### config.mk
export PLATFORM = sky130hd
export DESIGN_NAME = mem_data_bus_ctrl_flat
export DESIGN_NICKNAME = d
export VERILOG_FILES = /design/src/rtl/mips_bus_pkg.sv /design/src/rtl/mem_data_bus_ctrl_if.sv /design/src/rtl/mem_data_bus_ctrl.sv /design/src/flat_wrapper.sv
export SDC_FILE = /design/constraint.sdc
export NUM_CORES = 1
export LEC_CHECK = 0
export ABC_AREA = 1
export CORE_MARGIN = 8
export CORE_UTILIZATION = 43
export DETAILED_ROUTE_END_ITERATION = 8
export PLACE_DENSITY = 0.82
export SLEW_MARGIN = 40
export SYNTH_ARGS = -nofsm -noshare
export SYNTH_HDL_FRONTEND = slang
export SYNTH_SLANG_ARGS = --single-unit
### constraint.sdc
create_clock -name clk -period 2.1 [get_ports clk]
set_clock_uncertainty 0.1 [all_clocks]
set_input_delay 0.21 -clock clk [delete_from_list [all_inputs] [get_ports clk]]
set_output_delay 0.21 -clock clk [all_outputs]
set_load 0.05 [all_outputs]
### src/rtl/mips_bus_pkg.sv
`default_nettype none
// ============================================================================
// Package : mips_bus_pkg
// Brief   : State encoding and bus size codes for the MEM-stage data bus.
// Rev     : 1.0
// ============================================================================
package mips_bus_pkg;

    typedef enum logic [2:0] {
        ST_IDLE  = 3'd0,
        ST_REQ   = 3'd1,
        ST_WAIT  = 3'd2,
        ST_DONE  = 3'd3,
        ST_DRAIN = 3'd4
    } bus_state_t;

    localparam logic [1:0] SIZE_BYTE = 2'd0;
    localparam logic [1:0] SIZE_HALF = 2'd1;
    localparam logic [1:0] SIZE_WORD = 2'd2;

    // Size code 3 is not a legal bus size; it is issued as a word.
    function automatic logic [1:0] norm_size(input logic [1:0] size);
        return (size == 2'd3) ? SIZE_WORD : size;
    endfunction

endpackage
`default_nettype wire

### src/rtl/mem_data_bus_ctrl_if.sv
`default_nettype none
// ============================================================================
// Interface : mem_data_bus_ctrl_if
// Brief     : SRAM-like data bus (req/addr_ok, then data_ok) between controller and memory.
// Rev       : 1.0
// ============================================================================
interface mem_data_bus_ctrl_if #(
    parameter int ADDR_W = 32,
    parameter int DATA_W = 32
);
    logic              data_req;
    logic              data_wr;
    logic [1:0]        data_size;
    logic [ADDR_W-1:0] data_addr;
    logic [DATA_W-1:0] data_wdata;
    logic              data_addr_ok;
    logic              data_data_ok;
    logic [DATA_W-1:0] data_rdata;

    modport master (
        output data_req, data_wr, data_size, data_addr, data_wdata,
        input  data_addr_ok, data_data_ok, data_rdata
    );

    modport slave (
        input  data_req, data_wr, data_size, data_addr, data_wdata,
        output data_addr_ok, data_data_ok, data_rdata
    );
endinterface
`default_nettype wire

### src/rtl/mem_data_bus_ctrl.sv
`default_nettype none
// ============================================================================
// Module : mem_data_bus_ctrl
// Brief  : Turns the MEM-stage load/store into one bus transaction and reports completion.
// Rev    : 1.0
// ============================================================================
module mem_data_bus_ctrl
    import mips_bus_pkg::*;
#(
    parameter int ADDR_W = 32,
    parameter int DATA_W = 32
) (
    input  wire logic              clk,
    input  wire logic              resetn,
    input  wire logic              mem_valid,
    input  wire logic              mem_ld,
    input  wire logic              mem_st,
    input  wire logic [1:0]        mem_size,
    input  wire logic [ADDR_W-1:0] mem_addr,
    input  wire logic [DATA_W-1:0] mem_wdata,
    input  wire logic              mem_advance,
    input  wire logic              mem_cancel,
    mem_data_bus_ctrl_if.master    bus,
    output logic                   mem_acc_ok,
    output logic [DATA_W-1:0]      mem_rdata,
    output logic                   busy
);

    bus_state_t        r_state, w_state_nxt;
    logic              r_wr;
    logic [1:0]        r_size;
    logic [ADDR_W-1:0] r_addr;
    logic [DATA_W-1:0] r_wdata;
    logic [DATA_W-1:0] r_rdata;

    logic              w_access;
    logic              w_latch_req;
    logic              w_capture;
    logic              w_req;
    logic              w_wr;
    logic [1:0]        w_size;
    logic [ADDR_W-1:0] w_addr;
    logic [DATA_W-1:0] w_wdata;

    assign w_access = mem_valid & (mem_ld | mem_st) & ~mem_cancel;

    always_ff @(posedge clk or negedge resetn) begin
        if (!resetn) begin
            r_state <= ST_IDLE;
            r_wr    <= 1'b0;
            r_size  <= '0;
            r_addr  <= '0;
            r_wdata <= '0;
            r_rdata <= '0;
        end else begin
            r_state <= w_state_nxt;
            if (w_latch_req) begin
                r_wr    <= mem_st;
                r_size  <= norm_size(mem_size);
                r_addr  <= mem_addr;
                r_wdata <= mem_wdata;
            end
            if (w_capture) begin
                r_rdata <= bus.data_rdata;
            end
        end
    end

    always_comb begin
        w_state_nxt = r_state;
        w_latch_req = 1'b0;
        w_capture   = 1'b0;
        w_req       = 1'b0;
        w_wr        = 1'b0;
        w_size      = '0;
        w_addr      = '0;
        w_wdata     = '0;
        mem_acc_ok  = 1'b0;
        mem_rdata   = '0;
        unique case (r_state)
            ST_IDLE: begin
                // Zero-cycle issue straight from the MEM-stage fields.
                if (w_access) begin
                    w_req       = 1'b1;
                    w_wr        = mem_st;
                    w_size      = norm_size(mem_size);
                    w_addr      = mem_addr;
                    w_wdata     = mem_wdata;
                    w_latch_req = 1'b1;
                    w_state_nxt = bus.data_addr_ok ? ST_WAIT : ST_REQ;
                end
            end
            ST_REQ: begin
                w_req   = 1'b1;
                w_wr    = r_wr;
                w_size  = r_size;
                w_addr  = r_addr;
                w_wdata = r_wdata;
                if (bus.data_addr_ok) begin
                    w_state_nxt = mem_cancel ? ST_DRAIN : ST_WAIT;
                end else if (mem_cancel) begin
                    w_state_nxt = ST_IDLE;
                end
            end
            ST_WAIT: begin
                if (bus.data_data_ok) begin
                    if (!mem_cancel) begin
                        mem_acc_ok  = 1'b1;
                        mem_rdata   = bus.data_rdata;
                        w_capture   = 1'b1;
                        w_state_nxt = mem_advance ? ST_IDLE : ST_DONE;
                    end else begin
                        w_state_nxt = ST_IDLE;
                    end
                end else if (mem_cancel) begin
                    w_state_nxt = ST_DRAIN;
                end
            end
            ST_DONE: begin
                mem_acc_ok = 1'b1;
                mem_rdata  = r_rdata;
                if (mem_advance || mem_cancel) begin
                    w_state_nxt = ST_IDLE;
                end
            end
            ST_DRAIN: begin
                // A squashed access still owes the bus one response.
                if (bus.data_data_ok) begin
                    w_state_nxt = ST_IDLE;
                end
            end
            default: w_state_nxt = ST_IDLE;
        endcase
    end

    // Keep the bus quiet while reset is held even if MEM still presents an access.
    assign bus.data_req   = resetn & w_req;
    assign bus.data_wr    = resetn & w_wr;
    assign bus.data_size  = resetn ? w_size  : '0;
    assign bus.data_addr  = resetn ? w_addr  : '0;
    assign bus.data_wdata = resetn ? w_wdata : '0;

    assign busy = (r_state == ST_REQ) || (r_state == ST_WAIT) || (r_state == ST_DRAIN);

endmodule
`default_nettype wire

### src/flat_wrapper.sv
// flat-port wrapper written by rule: the top's interface ports become plain ports
module mem_data_bus_ctrl_flat import mips_bus_pkg::*;
#(
    parameter int ADDR_W = 32,
    parameter int DATA_W = 32
)
  (clk, resetn, mem_valid, mem_ld, mem_st, mem_size, mem_addr, mem_wdata, mem_advance, mem_cancel, mem_acc_ok, mem_rdata, busy, bus_data_req, bus_data_wr, bus_data_size, bus_data_addr, bus_data_wdata, bus_data_addr_ok, bus_data_data_ok, bus_data_rdata);
  mem_data_bus_ctrl_if #(.ADDR_W(ADDR_W), .DATA_W(DATA_W)) bus_i ();
  input  wire logic clk;
  input  wire logic resetn;
  input  wire logic mem_valid;
  input  wire logic mem_ld;
  input  wire logic mem_st;
  input  wire logic [1:0] mem_size;
  input  wire logic [ADDR_W-1:0] mem_addr;
  input  wire logic [DATA_W-1:0] mem_wdata;
  input  wire logic mem_advance;
  input  wire logic mem_cancel;
  output logic mem_acc_ok;
  output logic [DATA_W-1:0] mem_rdata;
  output logic busy;
  output wire logic [$bits(bus_i.data_req)-1:0] bus_data_req;
  output wire logic [$bits(bus_i.data_wr)-1:0] bus_data_wr;
  output wire logic [$bits(bus_i.data_size)-1:0] bus_data_size;
  output wire logic [$bits(bus_i.data_addr)-1:0] bus_data_addr;
  output wire logic [$bits(bus_i.data_wdata)-1:0] bus_data_wdata;
  input wire logic [$bits(bus_i.data_addr_ok)-1:0] bus_data_addr_ok;
  input wire logic [$bits(bus_i.data_data_ok)-1:0] bus_data_data_ok;
  input wire logic [$bits(bus_i.data_rdata)-1:0] bus_data_rdata;
  assign bus_data_req = bus_i.data_req;
  assign bus_data_wr = bus_i.data_wr;
  assign bus_data_size = bus_i.data_size;
  assign bus_data_addr = bus_i.data_addr;
  assign bus_data_wdata = bus_i.data_wdata;
  assign bus_i.data_addr_ok = bus_data_addr_ok;
  assign bus_i.data_data_ok = bus_data_data_ok;
  assign bus_i.data_rdata = bus_data_rdata;
  mem_data_bus_ctrl #(.ADDR_W(ADDR_W), .DATA_W(DATA_W)) u_core (.clk(clk), .resetn(resetn), .mem_valid(mem_valid), .mem_ld(mem_ld), .mem_st(mem_st), .mem_size(mem_size), .mem_addr(mem_addr), .mem_wdata(mem_wdata), .mem_advance(mem_advance), .mem_cancel(mem_cancel), .bus(bus_i), .mem_acc_ok(mem_acc_ok), .mem_rdata(mem_rdata), .busy(busy));
endmodule
==> summary.txt, run 1 <==
Status
  • Status: finished, violations left
  • Failing checks: setup timing

Floorplan
  • Effective utilization at floorplan: around 44%
  • Core footprint: roughly 11000 um^2
  • Ports: 209
  • Die area: 15530 um^2
  • Die Wd: 124.6 um
  • Die height: 124.6 um
  • Num rows: 39

Synth
  • Synth warnings: 0
  • Synth top area share: 50.31%
  • Syn nets: 773
  • Largest cells by area after synthesis: dfrtp_1 50%, nand2_1 22%, o21ai_0 6.4%, a21oi_1 5.7%, inv_1 3.0%
  • Average cell area after synthesis: 7.618 um^2
  • Post-synthesis cell count: 666
  • Cell variety after synth: 22
  • Register bit total from synthesis: about 100
  • Netlist Area Pre-Place: 5074 um^2
  • Area leader, netlist: dfrtp_1
  • Sequential share of the synthesized area: 50.31%

Placed design
  • Placed inst area: 8142 um^2
  • Placed Instances: 1056
  • Input/output buffers: approximately 210
  • Gpl congestion: between 0.8 and 0.9
  • Dpl hpwl: 12870 um

Pwr
  • VDD IR-drop max: 0.7524 mV
  • Pleak: ~0.0045 uW
  • Pwr dens: between 1000 and 1500 nW/um^2

Final layout
  • Final non-filler cell total: 1105
  • Final nets: 1064
  • Most common cell after layout, fill and taps aside: nand2_1
  • Fin area: 9681 um^2
  • Commonest non-fill, non-tap cells in the layout: 267 x nand2_1, 104 x clkdlybuf4s50_1, 99 x dfrtp_1
  • Fill cells: 603
  • N_diodes: 0
  • Share of layout cells above drive strength 1: between 40% and 50%
  • Final Util: 84.42%
  • Syn-to-layout area delta: 90.80%

Timing
  • RSZ-0062 raised after global routing: yes
  • Normalized max-slew margin: 55.76%
  • Period Utilization, post-route: 104.3%
  • Fin. Hold Viols: 0
  • Worst-Margin Slew: 661.5 ps
  • Period minus WS final: about 2200 ps
  • Pins Over Slew Limit: 0
  • PnR worst setup slack: -89.95 ps
  • F_max: 456.6 MHz
  • Setup violators final: 87
  • Fin Hold WS: about 160 ps

CTS
  • Num CTS Buffers: 9
  • CTS Buffer Depth: 2
  • CTS sink cnt: 102
  • Skew-Pair Late Insertion Delay: around 340 ps
  • H-tree depth: 3
  • CTS tree: built
  • Root Driver: clkbuf_16
  • Clk slew on worst S/H paths: 70 ps

Global route
  • GRT Total Usage: a little under a quarter
  • First-pass GRT wire length: 30360 um
  • Vias in the first global route: around 5800
  • Antenna violations before repair: 0
  • Pin count of the biggest net entering global routing: 53
  • Gr ovfl total: 0

Worst setup path
  • Critical R2R Launch: u_core.r_state[0]$_DFFE_PN0P_
  • Register-to-register setup slack: 160 ps
  • CP Capture Type: output pin
  • Crit path kind: primary input to output pin
  • Worst Path Max Fanout: 32
  • Arr. time, crit path: 1880 ps
  • Startpoint Class: primary input
  • Critical Path RT: between 1500 and 2000 ps
  • Worst setup path startpoint: mem_cancel

Hold path
  • HP Start: mem_st
  • Hold crit path type: primary input to flop

Routing
  • DR pass1 iterations: 5
  • Total wire length: ~22000 um
  • DR vias: 5892
  • DR iter-0 viols: 357
  • Residual DRC: 0
  • Detailed-route wire length per cell: 19.51 um
  • Vias/cell: about 5.3
  • ANT nets after route: 0

Flow run
  • Max_cap viols: 0
power by group:
part / total (uW) / switching (uW) / internal, uW
logic: 6320 / 3710 / 2620
clock network: 1820 / 741 / 1080
registers: 3390 / 485 / 2900
total: 11500 / 4930 / 6600
critical path, cell delays in order:
cell,delay [ps]
clkdlybuf4s50_1,440
inv_2,70
nand2_1,90
nor2_2,230
nand2_8,110
buf_4,270
a21oi_2,280
buf_12,170
cell type report:
| cell class | instances | area, um^2 | share of cell area, % |
|---|---|---|---|
| repair inverters | 1 | 11.26 | 0.1163 |
| multi-input cells | 480 | 2680 | 27.69 |
| well taps | 143 | 178.9 | 1.848 |
| clock inverters | 3 | 67.56 | 0.6979 |
| flip-flops and latches | 102 | 2556 | 26.41 |
| inverters | 46 | 206.4 | 2.133 |
| repair buffers | 317 | 3730 | 38.53 |
| clock buffers | 13 | 250.2 | 2.585 |
cells in the mapped netlist:
| library cell | number |
|---|---|
| nand3b_1 | 2 |
| dfrtp_1 | 102 |
| buf_4 | 1 |
| clkbuf_1 | 14 |
| inv_2 | 5 |
| inv_1 | 40 |
| nand2_4 | 1 |
| nor3_2 | 1 |
| nor2_4 | 1 |
| a21oi_2 | 10 |
| buf_8 | 2 |
| buf_2 | 15 |
| clkinv_2 | 1 |
| o211ai_1 | 1 |
| buf_6 | 5 |
| o21ai_0 | 65 |
| buf_12 | 1 |
| nand3_1 | 12 |
| nor2_1 | 11 |
| a21oi_1 | 58 |
| nand2_2 | 21 |
| nand2_1 | 297 |
routing by layer:
layer	vias up	routed length (um)	GRT usage, %
met5	-	0	0
met4	0	531	8.221
met3	42	2215	9.830
met2	291	10770	39.80
met1	2875	8045	27.03
li1	2684	-	-
kinds of logic (layout without fill, tap and decap cells):
kind of cell    after synthesis  in the layout  share of synthesized area, %
simple gates                346            346                         27.50
compound gates              134            134                         14.01
flops                       102            102                         50.31
buf+inv                      84            380                         8.187
registers in the layout, summed over array words and instances (netlist names):
name            flops
u_core.r_rdata     32
u_core.r_addr      32
u_core.r_state      3
u_core.r_wdata     32
u_core.r_wr         1
u_core.r_size       2
worst paths after layout:
path                                                  endpoint  cells after the start
worst max-delay path                              bus_data_req                      8
worst min-delay path                   u_core.r_wr$_DFFE_PN0P_                      3
worst max register to register   u_core.r_addr[27]$_DFFE_PN0P_                      8
worst min register to register  u_core.r_wdata[20]$_DFFE_PN0P_                      2
max in group asynchronous        u_core.r_wdata[2]$_DFFE_PN0P_                      3
min in group asynchronous       u_core.r_rdata[18]$_DFFE_PN0P_                      3
repair_timing:
action,in CTS,in global routing
pin swaps,1,19
hold buffers,2,0
gates cloned,4,13
buffers inserted,4,10
gates resized for setup,145,71
endpoints found under the setup margin,100,103
endpoints found under the hold margin,14,0
through the flow:
stage / TNS (ps) / setup WS [ps] / total power, uW
5_1_grt: -12670 / -195.1 / 12100
6_report: -2539 / -89.95 / 11530
3_3_place_gp: -7517 / -172.5 / 8093
3_5_place_dp: -10570 / -190.5 / 8335
2_1_floorplan: -4416 / -155.0 / 6329
4_1_cts: -4367 / -106.5 / 10800
(Power assumes the default switching activity.)
==> run 2: changes to the inputs <==
--- a/config.mk
+++ b/config.mk
@@ -7,9 +7,10 @@
 export LEC_CHECK = 0
 export ABC_AREA = 1
 export CORE_MARGIN = 8
-export CORE_UTILIZATION = 43
+export CORE_UTILIZATION = 32
 export DETAILED_ROUTE_END_ITERATION = 8
-export PLACE_DENSITY = 0.82
+export PLACE_DENSITY_LB_ADDON = 0.2
+export REMOVE_ABC_BUFFERS = 1
 export SLEW_MARGIN = 40
 export SYNTH_ARGS = -nofsm -noshare
 export SYNTH_HDL_FRONTEND = slang
==> summary.txt, run 2 (synthesis results as in run 1) <==
Placed design
  • Gpl congestion: 0.8716 (-3.0%)
  • Pre-CTS WS: -116.7 ps (+73.79 ps)
  • Dpl hpwl: 10930 um (-15%)
  • Input/output buffers: 208 (unchanged)
  • Placed Instances: 1120 (+6.1%)

Timing
  • Fin. Hold Viols: 0 (unchanged)
  • Fin Hold WS: 329.4 ps (+170.6 ps)
  • Setup violators final: 79 (-9.2%)
  • Worst-Margin Slew: 729.3 ps (+67.84 ps)
  • RSZ-0062 raised after global routing: yes
  • F_max: 452.2 MHz (-0.98%)
  • Pins Over Slew Limit: 0 (unchanged)
  • PnR worst setup slack: -111.6 ps (-21.68 ps)
  • Normalized max-slew margin: 51.38% (-4.4 points)
  • Setup TNS: -3985 ps (-1446 ps)
  • Period Utilization, post-route: 105.3% (+1.0 points)
  • Period minus WS final: 2212 ps (+21.68 ps)

Global route
  • GRT Total Usage: 16.99% (-6.9 points)
  • Antenna violations before repair: 0 (unchanged)
  • Pin count of the biggest net entering global routing: 103 (+94%)
  • Vias in the first global route: 5311 (-8.5%)
  • Gr ovfl total: 0 (unchanged)
  • First-pass GRT wire length: 27380 um (-9.8%)

Pwr
  • Pwr dens: 1161 nW/um^2 (-2.5%)
  • VDD IR-drop max: 0.5934 mV (-21%)
  • Pleak: 0.004227 uW (-6.2%)

Hold path
  • Hold crit path type: primary input to flop
  • Worst hold path depth: 3 (unchanged)

Final layout
  • Top Registers: u_core.r_addr x32, u_core.r_rdata x32, u_core.r_wdata x32
  • N_diodes: 0 (unchanged)
  • Final non-filler cell total: 1156 (+4.6%)
  • Syn-to-layout area delta: 75.17%
  • Commonest non-fill, non-tap cells in the layout: 281 x nand2_1, 112 x buf_4, 105 x clkdlybuf4s50_1
  • Final nets: 1042 (-2.1%)
  • Most common cell after layout, fill and taps aside: nand2_1
  • Share of layout cells above drive strength 1: 31.17% (-9.4 points)
  • Fill cells: 1453 (+140%)

Flow run
  • Max_cap viols: 0 (unchanged)

Floorplan
  • Effective utilization at floorplan: 32.29% (-12 points)
  • Die height: 141.9 um (+14%)
  • Num rows: 46 (+18%)
  • Die area: 20140 um^2 (+30%)
  • Core footprint: 15710 um^2 (+37%)
  • Die Wd: 141.9 um (+14%)
  • Ports: 209 (unchanged)

CTS
  • Num CTS Buffers: 9 (unchanged)
  • Clk slew on worst S/H paths: 70 ps (about the same)
  • CTS sink cnt: 102 (unchanged)
  • H-tree depth: 3 (unchanged)
  • Skew-Pair Late Insertion Delay: 340 ps (about the same)
  • CTS Buffer Depth: 2 (unchanged)
  • Root Driver: clkbuf_16
  • CTS tree: built

Routing
  • Total wire length: 17220 um (-20%)
  • Detailed-route wire length per cell: 14.89 um (-24%)
  • Residual DRC: 0 (unchanged)
  • DR iter-0 viols: 240 (-33%)
  • ANT nets after route: 0 (unchanged)
  • Vias/cell: 4.535 (-15%)
  • DR vias: 5242 (-11%)
  • DR pass1 iterations: 4 (-1)

Worst setup path
  • Critical Path RT: 1790 ps (about the same)
  • Startpoint Class: flop
  • Crit path kind: flop to output pin
  • FF-to-FF path depth: 8 (unchanged)
  • CP Capture Type: output pin
  • Arr. time, crit path: 1900 ps (+20 ps)
  • Worst Path Max Fanout: 10 (-69%)

Status
  • Status: finished, violations left
  • Failing checks: setup timing
## run 2: area by class of cell
| type | instances | area, um^2 | area share, % |
|---|---|---|---|
| flip-flops and latches | 102 | 2556 | 28.76 |
| well taps | 216 | 270.3 | 3.041 |
| inverters | 46 | 190.2 | 2.140 |
| repair buffers | 296 | 3293 | 37.05 |
| clock buffers | 11 | 242.7 | 2.731 |
| clock inverters | 5 | 58.81 | 0.6617 |
| multi-input cells | 480 | 2276 | 25.61 |
## run 2: timing repair
item	4_1_cts	5_1_grt
resized for setup	87	27
setup endpoints to repair	99	100
pin swaps	1	10
hold endpoints to repair	102	0
cloned	5	3
setup buffers	7	4
hold buffers	1	0
## run 2: where the power goes
part	switching [uW]	leakage [uW]	total, uW	internal (uW)
Sequential	416	0.00126	3320	2900
Clock	731	0.000142	1690	957
Combinational	3120	0.00283	5320	2200
## run 2: through the flow
step	utilization, %	area [um^2]	total power (uW)
3_5_place_dp	50.84	7988	8132
3_3_place_gp	50.84	7988	8076
2_1_floorplan	-	4832	6044
6_report	56.56	8887	10320
5_1_grt	56.56	8887	11040
4_1_cts	55.37	8700	10320
## run 2: worst max-delay path, stage by stage (launching register included)
cell and delay (ps):
dfrtp_2 440, nor2_4 140, nand2_2 70, inv_2 70, nand2_4 70, clkinv_8 120, buf_12 150, nand2_1 80
a21oi_1 150, buf_4 230
## run 2: layer usage
layer,global-route usage (%),share of wire (%),vias to the layer above
met1,20.99,44,2425
li1,-,-,2636
met5,0,0,-
met4,5.314,1.3,0
met3,7.224,10,14
met2,26.30,45,167
## run 2: path summary, 6_finish.rpt
check	slack (ps)	from	end
max	-110	u_core.r_state[2]$_DFFE_PN0P_	bus_data_wdata[19]
min	330	mem_wdata[5]	u_core.r_wdata[5]$_DFFE_PN0P_
max reg2reg	300	u_core.r_state[0]$_DFFE_PN0P_	u_core.r_addr[9]$_DFFE_PN0P_
min reg2reg	380	u_core.r_addr[29]$_DFFE_PN0P_	u_core.r_addr[29]$_DFFE_PN0P_
max in group asynchronous	990	resetn	u_core.r_state[0]$_DFFE_PN0P_
min in group asynchronous	440	resetn	u_core.r_wdata[23]$_DFFE_PN0P_
==> run 3: changes to the inputs <==
--- a/config.mk
+++ b/config.mk
@@ -6,6 +6,7 @@
 export NUM_CORES = 1
 export LEC_CHECK = 0
 export ABC_AREA = 1
+export CAP_MARGIN = 20
 export CORE_MARGIN = 8
 export CORE_UTILIZATION = 32
 export DETAILED_ROUTE_END_ITERATION = 8
==> results of run 3 <==
No change in the layout: final DEF, timing and power equal those of run 2.
